--- src/rtl/fxp_mult_sched.sv ---
// fxp_mult_sched: N requesters share one LAT-stage fixed-point multiplier.
// A round-robin arbiter grants at most one operand pair per cycle. Results
// leave the last stage tagged with the issuing requester index, and a stall
// at the consumer freezes the whole pipeline.
module fxp_mult_sched #(
  parameter int W   = 32,
  parameter int D   = 16,
  parameter int N   = 4,
  parameter int LAT = 3
) (
  input  logic                   clk,
  input  logic                   reset,
  input  logic [N-1:0]           req_valid,
  output logic [N-1:0]           req_ready,
  input  logic [N*W-1:0]         req_left,
  input  logic [N*W-1:0]         req_right,
  output logic                   resp_valid,
  output logic [$clog2(N)-1:0]   resp_id,
  output logic [W-1:0]           resp_out,
  input  logic                   resp_ready,
  output logic                   busy
);

  localparam int IDW = $clog2(N);

  // Requester index reached by stepping k places from p, wrapping modulo N.
  function automatic logic [IDW-1:0] wrap_idx(input logic [IDW-1:0] p, input int k);
    int s;
    s = int'(p) + k;
    if (s >= N) s = s - N;
    return s[IDW-1:0];
  endfunction

  // Pipeline state: one {valid, id, data} entry per stage.
  logic [LAT-1:0] r_vld;
  logic [IDW-1:0] r_id   [LAT];
  logic [W-1:0]   r_data [LAT];
  logic [IDW-1:0] r_ptr;

  logic [W-1:0]   w_left  [N];
  logic [W-1:0]   w_right [N];
  logic [N-1:0]   w_grant;
  logic [IDW-1:0] w_gnt_idx;
  logic           w_any;
  logic           w_advance;
  logic [IDW-1:0] w_ptr_next;
  logic [W-1:0]   w_sel_l;
  logic [W-1:0]   w_sel_r;
  logic signed [W+D-1:0] w_a_ext;
  logic signed [W+D-1:0] w_b_ext;
  logic signed [W+D-1:0] w_prod;
  logic [W-1:0]   w_res;

  // Unpack the flat operand buses into per-requester words.
  genvar gi;
  generate
    for (gi = 0; gi < N; gi++) begin : g_unpack
      assign w_left[gi]  = req_left[gi*W +: W];
      assign w_right[gi] = req_right[gi*W +: W];
    end
  endgenerate

  // The whole pipeline moves unless the consumer refuses a valid result.
  assign w_advance = !(r_vld[LAT-1] && !resp_ready);

  // Round-robin search: first valid requester at or after the pointer.
  always_comb begin
    w_grant   = '0;
    w_gnt_idx = '0;
    w_any     = 1'b0;
    for (int k = 0; k < N; k++) begin
      if (!w_any && req_valid[wrap_idx(r_ptr, k)]) begin
        w_any     = 1'b1;
        w_gnt_idx = wrap_idx(r_ptr, k);
      end
    end
    if (w_any) w_grant[w_gnt_idx] = 1'b1;
  end

  assign w_ptr_next = (w_gnt_idx == IDW'(N - 1)) ? '0 : w_gnt_idx + 1'b1;
  assign req_ready  = (w_advance && !reset) ? w_grant : '0;

  // Multiply sits in front of stage 0: sign-extend by D, keep W+D bits,
  // and take the window above the fractional bits (truncating, wrapping).
  assign w_sel_l = w_left[w_gnt_idx];
  assign w_sel_r = w_right[w_gnt_idx];
  assign w_a_ext = {{D{w_sel_l[W-1]}}, w_sel_l};
  assign w_b_ext = {{D{w_sel_r[W-1]}}, w_sel_r};
  assign w_prod  = w_a_ext * w_b_ext;
  assign w_res   = W'(w_prod >> D);

  // Pipeline shift and arbiter pointer update; both freeze during a stall.
  always_ff @(posedge clk) begin
    if (reset) begin
      r_ptr <= '0;
      r_vld <= '0;
      for (int s = 0; s < LAT; s++) begin
        r_id[s]   <= '0;
        r_data[s] <= '0;
      end
    end else if (w_advance) begin
      r_vld[0]  <= w_any;
      r_id[0]   <= w_gnt_idx;
      r_data[0] <= w_res;
      for (int s = 1; s < LAT; s++) begin
        r_vld[s]  <= r_vld[s-1];
        r_id[s]   <= r_id[s-1];
        r_data[s] <= r_data[s-1];
      end
      if (w_any) r_ptr <= w_ptr_next;
    end
  end

  assign resp_valid = r_vld[LAT-1];
  assign resp_id    = r_id[LAT-1];
  assign resp_out   = r_data[LAT-1];
  assign busy       = |r_vld;

endmodule

--- config.mk ---
export PLATFORM = sky130hd
export DESIGN_NAME = fxp_mult_sched
export DESIGN_NICKNAME = d
export VERILOG_FILES = /design/src/rtl/fxp_mult_sched.sv
export SDC_FILE = /design/constraint.sdc
export NUM_CORES = 2
export LEC_CHECK = 0
export CELL_PAD_IN_SITES_DETAIL_PLACEMENT = 1
export CELL_PAD_IN_SITES_GLOBAL_PLACEMENT = 1
export CORE_MARGIN = 3
export CORE_UTILIZATION = 50
export CTS_CLUSTER_DIAMETER = 30
export DETAILED_ROUTE_END_ITERATION = 8
export DONT_BUFFER_PORTS = 1
export PLACE_DENSITY = 0.86
export SLEW_MARGIN = 20
export SYNTH_ARGS = -nofsm -noshare
export SYNTH_HDL_FRONTEND = slang
export SYNTH_SLANG_ARGS = --single-unit
--- constraint.sdc ---
create_clock -name clk -period 18.85 [get_ports clk]
set_input_delay 0 -clock clk [delete_from_list [all_inputs] [get_ports clk]]
set_output_delay 0 -clock clk [all_outputs]
set_load 0.05 [all_outputs]
==> Yosys cells after proc, flatten, opt, wreduce, memory -nomap -nowiden <==
Memories as Yosys holds them, arrays and structs flattened.
Cells that the tools add are included.
{ "word_totals": {"regBits": 5, "mem_bits_rw": 102, "inputBits": 263, "out_inout_bits": 40, "wordCells": 89, "memories": 2} }
{ "mem_list": {"columns": ["name", "depth", "word_bits", "read_ports", "rd_clocked_by_memory_dff", "wr", "line", "source"], "rows": [
  ["r_data", 3, 32, 3, 0, 3, "37", "logic [W-1:0] r_data [LAT];"],
  ["r_id", 3, 2, 3, 0, 3, "36", "logic [IDW-1:0] r_id [LAT];"]
]} }
{ "classes": {"addsub": 8, "multipliers": 1, "order_cmp": 11, "eq_ne": 1, "muxes": 42, "bitwise_logic": 8, "n_reduce_logical": 14} }
{ "ops": {"columns": ["operator", "n"], "rows": [
  ["$mux W32", 7],
  ["$bmux W32 S2", 2],
  ["$mul A32 B32 Y48", 1],
  ["$mux W2", 12],
  ["$lt A2 B3 Y1 const B", 5],
  ["$mux W1", 14],
  ["$ge A3 B3 Y1 const B", 4],
  ["$bmux W1 S2", 4],
  ["$mux W4", 2],
  ["$sub A2 B1 Y2 const B", 4],
  ["$add A2 B2 Y3 const B", 2],
  ["$logic_and A1 B1 Y1", 6],
  ["$logic_not A1 Y1", 6],
  ["$or A1 B1 Y1", 6],
  ["$add A2 B1 Y3 const B", 1],
  ["$ge A2 B3 Y1 const B", 1],
  ["$not A2 Y3", 1],
  ["$reduce_or A3 Y1", 1],
  ["$add A2 B1 Y2 const B", 1],
  ["$demux W1 S2", 1],
  ["$eq A2 B2 Y1 const B", 1],
  ["$ge A2 B1 Y1 const B", 1],
  ["$reduce_and A2 Y1", 1],
  ["$not A1 Y1", 1]
]} }

==> Longest topological paths before layout <==
{ "depth": {"word_depth": 20, "mapped_depth": 42, "depth_no_buf": 35} }

==> Worst setup path after synthesis <==
No wires, ideal clock.
{ "synth_path": {"path_kind": "register to register", "start": "register r_ptr[0]", "end": "memory r_data[0][21], data pin", "setup_time_ps": 265, "t_arrival_ps": 8920, "required_time_ps": 18585, "path_slack_ps": 9665, "path_stages_with_launch": 40, "path_buffers": 7, "synth_period_minus_slack_ps": 9185, "path_cell_list": "dfxtp_1 > and2b_1 > a211oi_4 > nor2_8 > clkinv_4 > buf_12 > buf_6 > buf_2 > buf_2 > buf_1 > nand2_1 > nand3_1 > and2_0 > clkbuf_1 > nand2_1 > fa_1 > fa_1 > fa_1 > (+4 left out) > fa_1 > inv_1 > fa_1 > inv_1 > ha_1 > clkbuf_1 > a21o_1 > a21o_1 > a21oi_1 > nand2_1 > nor4_1 > o31ai_2 > nand3b_2 > a21oi_2 > o21a_1 > or2_2 > a311oi_1 > a211oi_1"} }
{ "synth_lines": {"columns": ["element", "line", "source"], "rows": [
  ["start, declared", "38", "logic [IDW-1:0] r_ptr;"],
  ["start signal, assigned", "110", "if (w_any) r_ptr <= w_ptr_next;"],
  ["end, declared", "37", null]
]} }

==> results.yml <==
outcome:
  outcome: "finished, final reports clean"
grt:
  grt_max_degree: 79
  grt_remaining_overflow: 0
  grt_pass1_wl_um: 185000
  grt_util_all_layers: 0.349
  grt_pass1_vias: 32000
  antenna_found_initial: 9
min_path:
  hp-class: "in2reg"
  hold_depth: 3
critical_path:
  end_kind: "flop"
  worstPathRequired_ns: 19.00
  crit_top_cell: "fa_1"
  max_stage_delay_ns: 0.75
  arrival_ns: 10.85
  start_kind: "flop"
  r2r_cells: 29
  worst-path-stages: 29
  cp_top_family: "adder cells"
  slowest_stage: "clkinv_4"
  timing_worst_setup_path_type: "reg2reg"
  path_buf_inv: 5
  cp_max_fo: 78
synth:
  netlist_area_mm2: 0.0346
  syn_area_per_cell_um2: 9.06
  ys_async_sr_fraction: 0
  ys_seq_area_frac: 0.0914
  yosysTopAreaCellShare: 0.485
  yosysTopAreaCell: "fa_1"
  synth_ff_type: "edfxtp_1"
  synth_cell_types: 77
  syn-num-nets: 5090
  synth_area_leaders: "fa_1 (48%), edfxtp_1 (8.9%), inv_1 (8.3%)"
  ys_ff_latch: 107
  synth-edff-count: 102
  ys_warn_count: 0
  synthesis.instances: 3822
clock_network:
  cts_made_buffers: 9
  cts_buffer_depth: 2
  clock_sinks: 107
  ctsResizeCount: 0
  htreeDepth: 3
  clk_pin_slew_worst_paths_ns: 0.12
  cts_tree: "yes"
  clock-root-buffer: "clkbuf_16"
  worstSkewPairLatency_ns: 0.40
placed_design:
  dp_slack_ns: 8.20
  port_buffers: 0
  place_hpwl_um: 100000
  postPlaceCellArea_mm2: 0.0352
  gp_congestion: 0.961
floorplanning:
  die_y_um: 269
  ioPinCount: 303
  core_area_mm2: 0.0679
  rows: 95
  die_w_um: 269
  start_util: 0.510
  die_area_mm2: 0.0724
layout:
  fin_area_mm2: 0.0356
  nets: 4938
  syn2layout_area_growth_pct: 2.82
  drive_above_1_share: 0.0430
routing:
  drc: 0
  drtIter0Drc: 2158
  routedWlPerCell_um: 26.5
  drt_first_pass_iters: 5
  wirelength_um: 122000
  ant_nets: 0
  vias: 27100
  routed_via_density: 5.89
timing:
  rsz0062_at_grt: "no"
  worst_slack_ns: 8.15
  maxSlewHeadroom: 0.290
  fin_crit_sh: 0.568
  finalClockSkew_ns: 0.0377
  finalHoldViolCount: 0
  hold_ws_ns: 0.0339
  finalSetupViolations: 0
  fmax_mhz: 93.5
  worstMarginPinSlew_ns: 1.06
  setup_tns_ns: 0
  drv_slew: 0
  finalCriticalPeriod_ns: 10.70
flow_run:
  maxCapViolCount: 0
## path summary, 6_finish.rpt
kind | start | to | slack (ns)
worst max-delay path | r_ptr[1] | r_data[0][30] | 8.15
worst max register to register | r_ptr[1] | r_data[0][30] | 8.15
worst min register to register | r_vld[0] | r_vld[0] | 0.49
worst min-delay path | req_valid[1] | r_vld[0] | 0.03
## sequential cells by signal (all words and copies together), names as in the netlist
signal	count
r_ptr	2
r_vld	3
r_data	96
r_id	6
## per-layer routing
layer	vias up	wire, um	GRT usage
met5	-	49	0
met4	6	11800	0.277
met3	628	11500	0.0759
met2	1612	58600	0.592
met1	13900	39600	0.382
li1	10900	-	-
## per-stage QoR
stage	instances	utilization
after floorplan	3822	-
after global placement	4578	0.519
after detailed placement	4578	0.519
after CTS	4596	0.524
after global routing	4599	0.524
final	4600	0.524
## synthesized netlist by cell type (all sizes together) (2+ instances only)
| master | n |
|---|---|
| a21o | 19 |
| nor3 | 15 |
| dfxtp | 5 |
| a2111oi | 2 |
| nand3 | 69 |
| nor4 | 4 |
| or3 | 2 |
| or2 | 16 |
| a31oi | 7 |
| buf | 67 |
| o21ba | 2 |
| inv | 769 |
| xor2 | 14 |
| o22ai | 2 |
| xnor2 | 46 |
| mux2 | 15 |
| clkbuf | 163 |
| ha | 167 |
| o221a | 2 |
| o21ai | 24 |
| xnor3 | 2 |
| o21a | 8 |
| nor2 | 519 |
| nand2b | 6 |
| a21boi | 3 |
| nand2 | 616 |
| edfxtp | 102 |
| a211oi | 15 |
| fa | 838 |
| nor3b | 5 |
| o211ai | 4 |
| and2 | 107 |
| o21bai | 8 |
| o2111ai | 2 |
| mux2i | 89 |
| nand4 | 10 |
| and3 | 9 |
| a21oi | 45 |
| o31ai | 3 |
| nor2b | 10 |
## cell usage in the layout (no fill, tap or decap), types with 5 or more instances in the layout
master     count
nor3_1        14
nor2_1       517
edfxtp_1     102
or2_2         16
a211oi_2       6
mux2i_2       11
nand2b_1       5
inv_1        768
nand4_1       10
a21o_1        19
fa_1         838
nor2b_1        9
o21bai_1       8
mux2i_1       77
clkbuf_16      9
and2_1       104
xor2_1        13
and3_1         9
o21ai_1        6
ha_1         167
nand3_1       69
dfxtp_1        5
o21ai_0       18
o21a_1         8
nand2_1      615
a21oi_1       43
buf_4         65
xnor2_1       44
mux2_2        13
a211oi_1       7
## cell type report
| cell class | count | area (um^2) |
|---|---|---|
| clock buffer | 9 | 225 |
| fill | 7826 | 32300 |
| multi-input combinational | 2715 | 27500 |
| sequential | 107 | 3160 |
| tap | 921 | 1150 |
| clock inverter | 7 | 91.3 |
| antenna | 4 | 10.0 |
| inverter | 770 | 2900 |
| timing repair buffer | 67 | 508 |
## worst min-delay path, cell delays in order
cell     delay, ns
nor4_1        0.03
buf_4         0.19
o22ai_1       0.15
## timing repair
item,in CTS,in global routing
hold buffers,2,0
buffers inserted,0,0
endpoints found under the hold margin,4,0
## kinds of logic (layout without fill, tap and decap cells)
group	after synthesis	count (layout)	share of synthesized area
multiplexers	104	104	0.0314
AO/OA/AOI/OAI	152	152	0.0320
AND/OR/NAND/NOR	1392	1392	0.168
adder cells (fa/ha/maj)	1005	1005	0.545
buffers and inverters	1000	853	0.115
flip-flops	107	107	0.0914
other	0	4	0
XOR/XNOR	62	62	0.0172
Power is left out: the tool's default activity adds up to more than one toggle a clock period on the data nets, which glitch-free logic cannot reach.
